--- config.mk ---
export PLATFORM = sky130hd
export DESIGN_NAME = muldiv_unit_flat
export DESIGN_NICKNAME = d
export VERILOG_FILES = /design/src/rtl/muldiv_unit_pkg.sv /design/src/rtl/muldiv_unit_if.sv /design/src/rtl/muldiv_unit_sign_fix.sv /design/src/rtl/muldiv_unit.sv /design/src/flat_wrapper.sv
export SDC_FILE = /design/constraint.sdc
export NUM_CORES = 1
export LEC_CHECK = 0
export BUFFER_PORTS_ARGS = -buffer_cell sky130_fd_sc_hd__buf_2
export CAP_MARGIN = 5
export CORE_ASPECT_RATIO = 0.5
export CORE_MARGIN = 2
export CORE_UTILIZATION = 55
export DETAILED_ROUTE_END_ITERATION = 10
export GPL_ROUTABILITY_DRIVEN = 0
export PLACE_DENSITY = 0.74
export RECOVER_POWER = 50
export SLEW_MARGIN = 0
export SYNTH_ARGS = -nofsm -noshare
export SYNTH_HDL_FRONTEND = slang
export SYNTH_SLANG_ARGS = --single-unit
--- constraint.sdc ---
create_clock -name clk -period 6 [get_ports clk]
set_input_delay 1.5 -clock clk [delete_from_list [all_inputs] [get_ports clk]]
set_output_delay 1.5 -clock clk [all_outputs]
set_load 0.02 [all_outputs]
--- src/rtl/muldiv_unit_pkg.sv ---
// Shared RV32M definitions: operand width, funct3 encodings, controller states
// and small decode helpers used by the multiply/divide unit.
package riscv_pkg;

  localparam int XLEN = 32;
  localparam logic [4:0] CNT_LAST = 5'd31;

  typedef enum logic [2:0] {
    F3_MUL    = 3'b000,
    F3_MULH   = 3'b001,
    F3_MULHSU = 3'b010,
    F3_MULHU  = 3'b011,
    F3_DIV    = 3'b100,
    F3_DIVU   = 3'b101,
    F3_REM    = 3'b110,
    F3_REMU   = 3'b111
  } funct3_e;

  typedef enum logic [1:0] {
    ST_IDLE = 2'd0,
    ST_CALC = 2'd1,
    ST_DONE = 2'd2
  } md_state_e;

  function automatic logic op_is_div(input logic [2:0] f);
    return f inside {F3_DIV, F3_DIVU, F3_REM, F3_REMU};
  endfunction

  function automatic logic a_is_signed(input logic [2:0] f);
    return f inside {F3_MULH, F3_MULHSU, F3_DIV, F3_REM};
  endfunction

  function automatic logic b_is_signed(input logic [2:0] f);
    return f inside {F3_MULH, F3_DIV, F3_REM};
  endfunction

endpackage

--- src/rtl/muldiv_unit_if.sv ---
// Request/response bundle between the issue logic and the multiply/divide unit.
interface muldiv_unit_if #(parameter int XLEN = riscv_pkg::XLEN);

  logic            start;
  logic [2:0]      funct3;
  logic [XLEN-1:0] op_a;
  logic [XLEN-1:0] op_b;
  logic [4:0]      rd_in;
  logic            busy;
  logic            done;
  logic [XLEN-1:0] result;
  logic [4:0]      rd_out;
  logic            we_out;

  modport master (
    output start, funct3, op_a, op_b, rd_in,
    input  busy, done, result, rd_out, we_out
  );

  modport slave (
    input  start, funct3, op_a, op_b, rd_in,
    output busy, done, result, rd_out, we_out
  );

endinterface

--- src/rtl/muldiv_unit_sign_fix.sv ---
// Combinational sign handling: operand magnitudes on the way in, two's-complement
// correction of product, quotient and remainder on the way out.
module muldiv_sign_fix #(
  parameter int XLEN = 32
) (
  input  logic [XLEN-1:0]   op_a,
  input  logic [XLEN-1:0]   op_b,
  input  logic              a_signed,
  input  logic              b_signed,
  output logic              sign_a,
  output logic              sign_b,
  output logic [XLEN-1:0]   mag_a,
  output logic [XLEN-1:0]   mag_b,
  input  logic [2*XLEN-1:0] prod,
  input  logic              neg_prod,
  output logic [2*XLEN-1:0] prod_fix,
  input  logic [XLEN-1:0]   quo,
  input  logic              neg_quo,
  output logic [XLEN-1:0]   quo_fix,
  input  logic [XLEN-1:0]   rem,
  input  logic              neg_rem,
  output logic [XLEN-1:0]   rem_fix
);

  always_comb begin
    sign_a   = a_signed & op_a[XLEN-1];
    sign_b   = b_signed & op_b[XLEN-1];
    mag_a    = sign_a ? -op_a : op_a;
    mag_b    = sign_b ? -op_b : op_b;
    prod_fix = neg_prod ? -prod : prod;
    quo_fix  = neg_quo ? -quo : quo;
    rem_fix  = neg_rem ? -rem : rem;
  end

endmodule

--- src/rtl/muldiv_unit.sv ---
// RV32M multiply/divide unit: radix-2 shift-add / restoring divide on magnitudes,
// fixed 33-edge latency from accepted start to the done/write-enable pulse.
//
//   state   | meaning
//   --------+----------------------------------------------------------
//   IDLE    | waiting for start; result/rd_out hold the last answer
//   CALC    | one radix-2 step per cycle, counter 0..31
//   DONE    | one-cycle done/we_out pulse with result valid
module muldiv_unit
  import riscv_pkg::*;
#(
  parameter int XLEN = riscv_pkg::XLEN
) (
  input logic         clk,
  input logic         rst,
  muldiv_unit_if.slave bus
);

  md_state_e       state_q, state_d;
  logic [4:0]      cnt_q;
  funct3_e         f3_q;
  logic [4:0]      rd_q;
  logic            sa_q, sb_q;
  logic [XLEN-1:0] hi_q, lo_q, b_q;
  logic [XLEN-1:0] result_q;
  logic [4:0]      rd_out_q;
  logic            busy, done;

  logic              sign_a, sign_b;
  logic [XLEN-1:0]   mag_a, mag_b;
  logic [2*XLEN-1:0] prod_fix;
  logic [XLEN-1:0]   quo_fix, rem_fix;

  logic [XLEN:0]   mul_sum, div_trial;
  logic [XLEN-1:0] div_diff;
  logic            div_ge, is_div;
  logic [XLEN-1:0] mul_hi_n, mul_lo_n, div_hi_n, div_lo_n;
  logic [XLEN-1:0] step_hi, step_lo, res_final;

  muldiv_sign_fix #(.XLEN(XLEN)) u_sign_fix (
    .op_a     (bus.op_a),
    .op_b     (bus.op_b),
    .a_signed (a_is_signed(bus.funct3)),
    .b_signed (b_is_signed(bus.funct3)),
    .sign_a   (sign_a),
    .sign_b   (sign_b),
    .mag_a    (mag_a),
    .mag_b    (mag_b),
    .prod     ({mul_hi_n, mul_lo_n}),
    .neg_prod (sa_q ^ sb_q),
    .prod_fix (prod_fix),
    .quo      (div_lo_n),
    .neg_quo  ((sa_q ^ sb_q) & (|b_q)),
    .quo_fix  (quo_fix),
    .rem      (div_hi_n),
    .neg_rem  (sa_q),
    .rem_fix  (rem_fix)
  );

  // hi/lo is the product for multiply and {remainder, dividend/quotient} for divide
  always_comb begin
    mul_sum   = {1'b0, hi_q} + (lo_q[0] ? {1'b0, b_q} : '0);
    mul_hi_n  = mul_sum[XLEN:1];
    mul_lo_n  = {mul_sum[0], lo_q[XLEN-1:1]};
    div_trial = {hi_q, lo_q[XLEN-1]};
    div_ge    = div_trial >= {1'b0, b_q};
    div_diff  = div_trial[XLEN-1:0] - b_q;
    div_hi_n  = div_ge ? div_diff : div_trial[XLEN-1:0];
    div_lo_n  = {lo_q[XLEN-2:0], div_ge};
    is_div    = op_is_div(f3_q);
    step_hi   = is_div ? div_hi_n : mul_hi_n;
    step_lo   = is_div ? div_lo_n : mul_lo_n;
  end

  // Divide-by-zero leaves quotient all ones and remainder = |a|; no quotient negation
  always_comb begin
    case (f3_q)
      F3_MUL:                       res_final = prod_fix[XLEN-1:0];
      F3_MULH, F3_MULHSU, F3_MULHU: res_final = prod_fix[2*XLEN-1:XLEN];
      F3_DIV, F3_DIVU:              res_final = quo_fix;
      default:                      res_final = rem_fix;
    endcase
  end

  always_ff @(posedge clk) begin
    if (rst) state_q <= ST_IDLE;
    else     state_q <= state_d;
  end

  always_comb begin
    state_d = state_q;
    case (state_q)
      ST_IDLE: if (bus.start) state_d = ST_CALC;
      ST_CALC: if (cnt_q == CNT_LAST) state_d = ST_DONE;
      ST_DONE: state_d = ST_IDLE;
      default: state_d = ST_IDLE;
    endcase
  end

  always_comb begin
    busy = (state_q != ST_IDLE);
    done = (state_q == ST_DONE);
  end

  always_ff @(posedge clk) begin
    if (rst) begin
      cnt_q    <= '0;
      f3_q     <= F3_MUL;
      rd_q     <= '0;
      sa_q     <= 1'b0;
      sb_q     <= 1'b0;
      hi_q     <= '0;
      lo_q     <= '0;
      b_q      <= '0;
      result_q <= '0;
      rd_out_q <= '0;
    end else begin
      case (state_q)
        ST_IDLE: begin
          if (bus.start) begin
            cnt_q <= '0;
            f3_q  <= funct3_e'(bus.funct3);
            rd_q  <= bus.rd_in;
            sa_q  <= sign_a;
            sb_q  <= sign_b;
            hi_q  <= '0;
            lo_q  <= mag_a;
            b_q   <= mag_b;
          end
        end
        ST_CALC: begin
          hi_q  <= step_hi;
          lo_q  <= step_lo;
          cnt_q <= cnt_q + 5'd1;
          if (cnt_q == CNT_LAST) begin
            result_q <= res_final;
            rd_out_q <= rd_q;
          end
        end
        default: ;
      endcase
    end
  end

  assign bus.busy   = busy;
  assign bus.done   = done;
  assign bus.we_out = done;
  assign bus.result = result_q;
  assign bus.rd_out = rd_out_q;

endmodule

--- src/flat_wrapper.sv ---
// flat-port wrapper written by rule: the top's interface ports become plain ports
module muldiv_unit_flat import riscv_pkg::*;
#(
  parameter int XLEN = riscv_pkg::XLEN
)
  (clk, rst, bus_start, bus_funct3, bus_op_a, bus_op_b, bus_rd_in, bus_busy, bus_done, bus_result, bus_rd_out, bus_we_out);
  muldiv_unit_if #(.XLEN(XLEN)) bus_i ();
  input logic clk;
  input logic rst;
  input wire logic [$bits(bus_i.start)-1:0] bus_start;
  input wire logic [$bits(bus_i.funct3)-1:0] bus_funct3;
  input wire logic [$bits(bus_i.op_a)-1:0] bus_op_a;
  input wire logic [$bits(bus_i.op_b)-1:0] bus_op_b;
  input wire logic [$bits(bus_i.rd_in)-1:0] bus_rd_in;
  output wire logic [$bits(bus_i.busy)-1:0] bus_busy;
  output wire logic [$bits(bus_i.done)-1:0] bus_done;
  output wire logic [$bits(bus_i.result)-1:0] bus_result;
  output wire logic [$bits(bus_i.rd_out)-1:0] bus_rd_out;
  output wire logic [$bits(bus_i.we_out)-1:0] bus_we_out;
  assign bus_i.start = bus_start;
  assign bus_i.funct3 = bus_funct3;
  assign bus_i.op_a = bus_op_a;
  assign bus_i.op_b = bus_op_b;
  assign bus_i.rd_in = bus_rd_in;
  assign bus_busy = bus_i.busy;
  assign bus_done = bus_i.done;
  assign bus_result = bus_i.result;
  assign bus_rd_out = bus_i.rd_out;
  assign bus_we_out = bus_i.we_out;
  muldiv_unit #(.XLEN(XLEN)) u_core (.clk(clk), .rst(rst), .bus(bus_i));
endmodule
Word level (Yosys, flattened, before mapping)

Index checks and enable logic that the tools add are counted.
W data, S select, Z words.

Register bits: 150
Bits in latches: 0
Memory bits (writable): 0
ROM bits: 0
Bits of input ports: 75
Logic and storage cells: 73
Memories kept: 0

$add $sub $neg: 8
$mul: 0
Divide/modulo/power cells: 0
$lt $le $gt $ge: 1
Equality and inequality tests: 16
Shift operators: 0
Muxes and demuxes: 19
Bitwise logic cells: 4
Reductions and logical operators: 14

Operators by type and width:

| kind                  | count |
|---|---|
| $mux W32              | 10 |
| $neg A32 Y32          | 4 |
| $pmux W32 S2          | 2 |
| $pmux W32 S3          | 1 |
| $mux W64              | 1 |
| $neg A64 Y64          | 1 |
| $add A32 B33 Y33      | 1 |
| $ge A33 B32 Y1        | 1 |
| $reduce_or A32 Y1     | 1 |
| $sub A32 B32 Y32      | 1 |
| $eq A3 B3 Y1 const B  | 6 |
| $pmux W5 S2           | 1 |
| $eq A3 B2 Y1 const B  | 3 |
| $reduce_and A2 Y1     | 4 |
| $reduce_bool A4 Y1    | 2 |
| $eq A3 B1 Y1 const B  | 2 |
| $add A5 B1 Y5 const B | 1 |
| $eq A5 B5 Y1 const B  | 1 |
| $mux W5               | 1 |
| $mux W2               | 2 |
| $pmux W2 S2           | 1 |
| $reduce_bool A2 Y1    | 2 |
| $and A1 B1 Y1         | 3 |
| $logic_not A3 Y1      | 1 |
| other kinds (9)       | 9 |

Logic depth before layout (Yosys ltp)

Depth in word-level cells: 6
Depth in mapped cells: 24
Gate-level depth less buffers: 19

Modules after synthesis

From an unflattened synthesis, not the netlist that was laid out.

Cell total of the unflattened synthesis: 2147
Area total of the unflattened synthesis: 15670.0 µm²

Modules (own cells, without submodules):

| module          | times used | cells each | area an instance (µm²) | seq. area each (µm²) |
|---|---|---|---|---|
| muldiv_unit     | 1          | 1511       | 11449.7                | 3002.9 |
| muldiv_sign_fix | 1          | 636        | 4220.3                 | 0.0 |

Worst setup path before layout

Ideal clock, no wire load.

Kind: flip-flop to flip-flop
Start: reg u_core.b_q[25]
End: reg u_core.result_q[30] (netlist: u_core.bus.result[30])
Library setup time: 132 ps
Data arrival time: 5063 ps
Data required time: 5868 ps
Slack: 805 ps
Stages on the path, launching flop included: 24
Path buffers: 5
Path through: dfxtp_1 > inv_1 > ha_1 > clkbuf_1 > nand4_1 > nor4_1 > nand3b_1 > a31o_2 > nand3_2 > buf_2 > buf_2 > buf_2 > buf_1 > mux2i_1 > ha_1 > nor4b_1 > nand2_1 > nor4_1 > o221ai_1 > nand4b_1 > o31ai_1 > xnor2_1 > a221oi_1 > nor3_1

Word-level cells in the longest chain between the ends: 5
Elaborated cells on any way between the ends: 14
Classes of those cells: 5 x add/sub; 1 x order compare; 6 x mux; 1 x bitwise; 1 x reduce/logical

Ends and longest elaborated chain:

| element                                             | line                                                   | RTL |
|---|---|---|
| start: declaration                                  | muldiv_unit.sv:24                                      | `logic [XLEN-1:0] hi_q, lo_q, b_q;` |
| start signal: assignment                            | muldiv_unit.sv:128                                     | `b_q <= mag_b;` |
| $mux W32 (tied with other cells)                    | muldiv_unit.sv:62                                      | `mul_sum = {1'b0, hi_q} + (lo_q[0] ? {1'b0, b_q} : '0);` |
| $add A32 B33 Y33 / $mux W32 (equally long branches) | muldiv_unit.sv:62, muldiv_unit.sv:68                   |  |
| $neg A64 Y64 / $neg A32 Y32 (equally long branches) | muldiv_unit_sign_fix.sv:30, muldiv_unit_sign_fix.sv:32 |  |
| $mux W64 / $mux W32 (equally long branches)         | muldiv_unit_sign_fix.sv:30, muldiv_unit_sign_fix.sv:32 |  |
| $pmux W32 S3 (*)                                    | muldiv_unit.sv:77                                      | `case (f3_q)` |
| end signal: assignment                              | muldiv_unit.sv:136                                     | `result_q <= res_final;` |
| end: declaration                                    | muldiv_unit.sv:25                                      | `logic [XLEN-1:0] result_q;` |

Every way passes the cells marked *; elsewhere a longest branch is shown, timed or not.
A chain may end at the register's enable or synchronous reset.

Final worst setup path

Start: reg u_core.b_q[21]
End: reg u_core.result_q[29] (netlist: u_core.bus.result[29])

The elaborated chain is that of the path after synthesis.

==> flow_results.xml <==
<?xml version="1.0" encoding="UTF-8"?>
<metrics>
  <group name="power_and_ir_drop">
    <metric name="vdd_ir_drop_max" unit="V">0.000253</metric>
    <metric name="report.power.total" unit="mW">3.63</metric>
    <metric name="p_sw_frac" unit="">0.410</metric>
    <metric name="clockPowerShare" unit="">0.303</metric>
    <metric name="power_switching" unit="mW">1.49</metric>
    <metric name="power.internal" unit="mW">2.15</metric>
    <metric name="leakagePower" unit="nW">6.29</metric>
    <metric name="power.sequential.fraction" unit="">0.318</metric>
    <metric name="share_comb_of_total_power" unit="">0.379</metric>
    <metric name="power.density_cell_area" unit="nW/um^2">218</metric>
  </group>
  <group name="sta">
    <metric name="clock_skew" unit="ns">0.0119</metric>
    <metric name="layout_min_cycle_time" unit="ns">5.50</metric>
    <metric name="worstMarginPinSlew" unit="ns">2.25</metric>
    <metric name="timing.final.hold_violations" unit="">0</metric>
    <metric name="min_period_over_period" unit="">0.916</metric>
    <metric name="tns" unit="ns">0</metric>
    <metric name="rsz0062_at_grt" unit="">false</metric>
    <metric name="clock.fmax" unit="MHz">182</metric>
    <metric name="final-max-slew-violation-count" unit="">254</metric>
    <metric name="setup_violations" unit="">0</metric>
    <metric name="worst_slew_margin_rel" unit="">-0.506</metric>
  </group>
  <group name="clock_tree">
    <metric name="cts_buffers" unit="">17</metric>
    <metric name="h_tree_levels" unit="">4</metric>
    <metric name="cts-hold-fix-buffers" unit="">0</metric>
    <metric name="clock_path_buffers" unit="">2</metric>
    <metric name="cts.reportedPaths.clkPinSlew" unit="ns">0.07</metric>
    <metric name="insertion_delay" unit="ns">0.47</metric>
    <metric name="cts.repair.resized" unit="">0</metric>
    <metric name="tritoncts" unit="">yes</metric>
    <metric name="cts.root.buffer_cell" unit="">sky130_fd_sc_hd__clkbuf_16</metric>
    <metric name="clock_sink_count" unit="">150</metric>
    <metric name="postCtsSetupBuffers" unit="">0</metric>
  </group>
  <group name="synthesis">
    <metric name="number_of_instances_in_the_synthesized_netlist" unit="">2181</metric>
    <metric name="dominantRegCellSynth" unit="">sky130_fd_sc_hd__dfxtp_1</metric>
    <metric name="yosys_warnings" unit="">0</metric>
    <metric name="synthArstFlopShare" unit="">0</metric>
    <metric name="synth_enable_flop_cells" unit="">0</metric>
    <metric name="synth_seq_area_share" unit="">0.194</metric>
    <metric name="mappedNetlistArea" unit="sq um">15500</metric>
    <metric name="ys_types" unit="">85</metric>
    <metric name="synth_fp_nets" unit="">2329</metric>
    <metric name="synth.ff_latch_count" unit="">150</metric>
    <metric name="syn_avg_cell_area" unit="sq um">7.10</metric>
  </group>
  <group name="global_routing">
    <metric name="met3_usage" unit="">0.0999</metric>
    <metric name="number_of_global_route_vias_before_repair" unit="">15000</metric>
    <metric name="grt_antenna_before_repair" unit="">1</metric>
    <metric name="grt.overflow.total" unit="">0</metric>
    <metric name="groute.layer.met2.usage" unit="">0.522</metric>
    <metric name="grt_first_pass_wirelength" unit="mm">83.5</metric>
    <metric name="grt.total_usage" unit="">0.361</metric>
    <metric name="grt_max_degree" unit="">91</metric>
    <metric name="gr-usage-met1" unit="">0.504</metric>
    <metric name="global_route.peak_usage_layer" unit="">met2</metric>
  </group>
  <group name="run_status">
    <metric name="outcome" unit="">complete, but fails checks</metric>
    <metric name="violations" unit="">max-capacitance violations, max-slew violations</metric>
  </group>
  <group name="floorplanning">
    <metric name="fp.coreArea" unit="sq um">27700</metric>
    <metric name="rows" unit="">43</metric>
    <metric name="ioPinCount" unit="">115</metric>
    <metric name="die_area" unit="sq um">29600</metric>
    <metric name="initial_utilization" unit="">0.559</metric>
    <metric name="dieHeight" unit="um">123</metric>
    <metric name="die_w" unit="um">241</metric>
  </group>
  <group name="routing">
    <metric name="dr.first_iter.drc_count" unit="">2517</metric>
    <metric name="drt-pass1-iter-count" unit="">8</metric>
    <metric name="detailroute.via_count" unit="">17100</metric>
    <metric name="antenna_left" unit="">0</metric>
    <metric name="detail_route.vias_per_cell" unit="">6.64</metric>
    <metric name="route.detailed.wl_per_inst" unit="um">20.7</metric>
    <metric name="post-route-drc-count" unit="">0</metric>
    <metric name="totalWireLength" unit="mm">53.4</metric>
  </group>
  <group name="finish">
    <metric name="num-nets-final" unit="">2326</metric>
    <metric name="antennaDiodeCount" unit="">0</metric>
    <metric name="area_growth_syn_to_layout" unit="%">7.69</metric>
    <metric name="post_route_cells_drive_above_1_share" unit="">0.0822</metric>
  </group>
  <group name="job">
    <metric name="timing.max_cap.violations" unit="">4</metric>
  </group>
  <group name="worst_setup_path">
    <metric name="cpMaxStageDelayCell" unit="">sky130_fd_sc_hd__o41ai_1</metric>
    <metric name="critical_path_peak_fanout" unit="">39</metric>
    <metric name="arrival" unit="ns">5.83</metric>
    <metric name="critical_path.cell_chain" unit="">inv_1, ha_1, nand4_1, nor4_1, nand4_1, a31o_2, nand3_2, buf_4, inv_2, o41ai_1, o211ai_1, nand4b_1, or2_1, mux2_1, a221oi_1, nor3_1</metric>
    <metric name="timing.rr.end" unit="">u_core.bus.result[29]</metric>
    <metric name="rr_startpoint" unit="">u_core.b_q[21]</metric>
    <metric name="cp_data_required_time" unit="ns">6.34</metric>
    <metric name="critical_path.most_common_cell" unit="">sky130_fd_sc_hd__nand4_1</metric>
    <metric name="path_depth_of_the_worst_reg2reg_path" unit="">16</metric>
    <metric name="setup.worst_path.class" unit="">flip-flop to flip-flop</metric>
    <metric name="startpoint_type" unit="">flip-flop</metric>
    <metric name="critical_path.max_stage_delay" unit="ns">0.69</metric>
    <metric name="timing.critical_path.buf_inv" unit="">3</metric>
    <metric name="reg2reg_setup_slack" unit="ns">0.50</metric>
    <metric name="critical_path.endpoint_type" unit="">flip-flop</metric>
    <metric name="critical-path-top-delay-family" unit="">simple AND/OR/NAND/NOR gates</metric>
  </group>
  <group name="placed_design">
    <metric name="place_hpwl" unit="mm">40.1</metric>
    <metric name="io_buffer_count" unit="">114</metric>
  </group>
  <group name="min_path">
    <metric name="worst_hold_startpoint" unit="">u_core.rd_q[4]</metric>
    <metric name="worstHoldPathType" unit="">flip-flop to flip-flop</metric>
    <metric name="endpoint_worst_hold" unit="">u_core.bus.rd_out[4]</metric>
    <metric name="worst_hold_path_cell_count" unit="">2</metric>
  </group>
</metrics>
sequential cells by signal, indices dropped and copies added, names as in the netlist, 3 cells and up:
| name | cells |
|---|---|
| u_core.cnt_q | 5 |
| u_core.lo_q | 32 |
| u_core.f3_q | 3 |
| u_core.bus.rd_out | 5 |
| u_core.b_q | 32 |
| u_core.bus.result | 32 |
| u_core.hi_q | 32 |
| u_core.rd_q | 5 |
worst max path at each step:
stage / from / to / slack, ns / cells after the start
after floorplan: u_core.b_q[25] / u_core.bus.result[30] / 0.81 / 23
after global placement: u_core.b_q[21] / u_core.bus.result[29] / 0.81 / 16
after global routing: u_core.b_q[24] / u_core.bus.result[30] / 0.06 / 18
final: u_core.b_q[21] / u_core.bus.result[29] / 0.50 / 16
after detailed placement: u_core.b_q[21] / u_core.bus.result[29] / 0.80 / 16
after CTS: u_core.b_q[24] / u_core.bus.result[30] / 0.77 / 18
placed cells by master, fill, tap and decap left out, types with 18 or more instances in the layout:
master,synthesis,routed
sky130_fd_sc_hd__a211oi_1,112,112
sky130_fd_sc_hd__xnor2_1,109,108
sky130_fd_sc_hd__or4_1,18,18
sky130_fd_sc_hd__o221ai_1,24,24
sky130_fd_sc_hd__mux2i_1,60,60
sky130_fd_sc_hd__and3_1,18,18
sky130_fd_sc_hd__clkbuf_1,145,46
sky130_fd_sc_hd__a221oi_1,27,27
sky130_fd_sc_hd__nand3_1,50,50
sky130_fd_sc_hd__dfxtp_1,150,149
sky130_fd_sc_hd__nor3_1,77,77
sky130_fd_sc_hd__buf_4,1,33
sky130_fd_sc_hd__xor2_1,106,106
sky130_fd_sc_hd__nand2_1,188,188
sky130_fd_sc_hd__a21oi_1,187,187
sky130_fd_sc_hd__nand4_1,23,23
sky130_fd_sc_hd__a31oi_1,32,32
sky130_fd_sc_hd__or3_1,22,22
sky130_fd_sc_hd__ha_1,71,71
sky130_fd_sc_hd__inv_1,53,53
sky130_fd_sc_hd__nor4_1,35,35
sky130_fd_sc_hd__a21o_1,26,26
sky130_fd_sc_hd__o21ai_0,84,84
sky130_fd_sc_hd__o211ai_1,31,31
sky130_fd_sc_hd__nor2_1,294,294
sky130_fd_sc_hd__buf_2,9,72
sky130_fd_sc_hd__o31ai_1,22,22
tightest hold or removal path, stage by stage, from the launching register on:
cell and delay, ns:
sky130_fd_sc_hd__dfxtp_1 0.31, sky130_fd_sc_hd__nand2_1 0.05, sky130_fd_sc_hd__a21oi_1 0.05
layer usage:
layer / vias up / share of wire / routed length [um]
li1: 7990 / - / -
met5: - / 0 / 0
met1: 7935 / 0.44 / 23200
met3: 146 / 0.12 / 6330
met2: 1021 / 0.41 / 21800
met4: 0 / 0.038 / 2050
power by group through the flow:
stage	registers [mW]	logic (mW)	clock network (mW)
5_1_grt	1.16	1.48	1.15
3_5_place_dp	1.17	1.31	0
2_1_floorplan	1.10	1.02	0
6_report	1.15	1.38	1.10
3_3_place_gp	1.17	1.31	0
4_1_cts	1.15	1.32	1.11
synthesized netlist by cell type (13+ instances only):
cell | count | area, sq um
sky130_fd_sc_hd__xnor2_1 | 109 | 955
sky130_fd_sc_hd__o221ai_1 | 24 | 210
sky130_fd_sc_hd__buf_1 | 15 | 56.3
sky130_fd_sc_hd__nand2b_1 | 13 | 81.3
sky130_fd_sc_hd__xor2_1 | 106 | 928
sky130_fd_sc_hd__or4_1 | 18 | 135
sky130_fd_sc_hd__and2_1 | 13 | 81.3
sky130_fd_sc_hd__ha_1 | 71 | 888
sky130_fd_sc_hd__o21ai_0 | 84 | 420
sky130_fd_sc_hd__nor2_1 | 294 | 1100
sky130_fd_sc_hd__and3_1 | 18 | 113
sky130_fd_sc_hd__o31ai_1 | 22 | 165
sky130_fd_sc_hd__or3_1 | 22 | 138
sky130_fd_sc_hd__nand3_1 | 50 | 250
sky130_fd_sc_hd__mux2i_1 | 60 | 601
sky130_fd_sc_hd__nor3_1 | 77 | 385
sky130_fd_sc_hd__inv_1 | 53 | 199
sky130_fd_sc_hd__a21o_1 | 26 | 195
sky130_fd_sc_hd__a211oi_1 | 112 | 841
sky130_fd_sc_hd__nand2_1 | 188 | 706
sky130_fd_sc_hd__dfxtp_1 | 150 | 3000
sky130_fd_sc_hd__clkbuf_1 | 145 | 544
sky130_fd_sc_hd__nor4_1 | 35 | 219
sky130_fd_sc_hd__nand4_1 | 23 | 144
sky130_fd_sc_hd__a31oi_1 | 32 | 200
sky130_fd_sc_hd__a21oi_1 | 187 | 936
sky130_fd_sc_hd__o211ai_1 | 31 | 233
sky130_fd_sc_hd__a221oi_1 | 27 | 236
cell families (layout without fill, tap and decap cells):
family	Yosys count	in the layout	share of synthesized area
muxes	64	64	0.0417
buffers and inverters	226	236	0.0563
and+or+nand+nor	806	806	0.247
AOI/OAI and AO/OA	647	647	0.280
xor gates and xnor gates	215	215	0.122
DFF	150	150	0.194
adders and majority gates	73	73	0.0600
metrics by stage:
stage	hold slack [ns]	utilization	cells	area, sq um	worst slack [ns]
3_3_place_gp	0.441	0.583	2541	16200	0.809
5_1_grt	0.465	0.602	2573	16700	0.0557
4_1_cts	0.452	0.604	2573	16700	0.774
3_5_place_dp	0.443	0.583	2541	16200	0.798
2_1_floorplan	0.429	-	2181	15500	0.805
6_report	0.445	0.602	2573	16700	0.501
final cells by class:
type,count,area [sq um]
clock buffer,20,437
tap,382,478
sequential,150,3010
clock inverter,12,146
timing repair buffer,149,774
fill,2630,11000
inverter,55,206
multi-input combinational,1805,11600
Note: power is estimated with default switching activity, not from simulation.
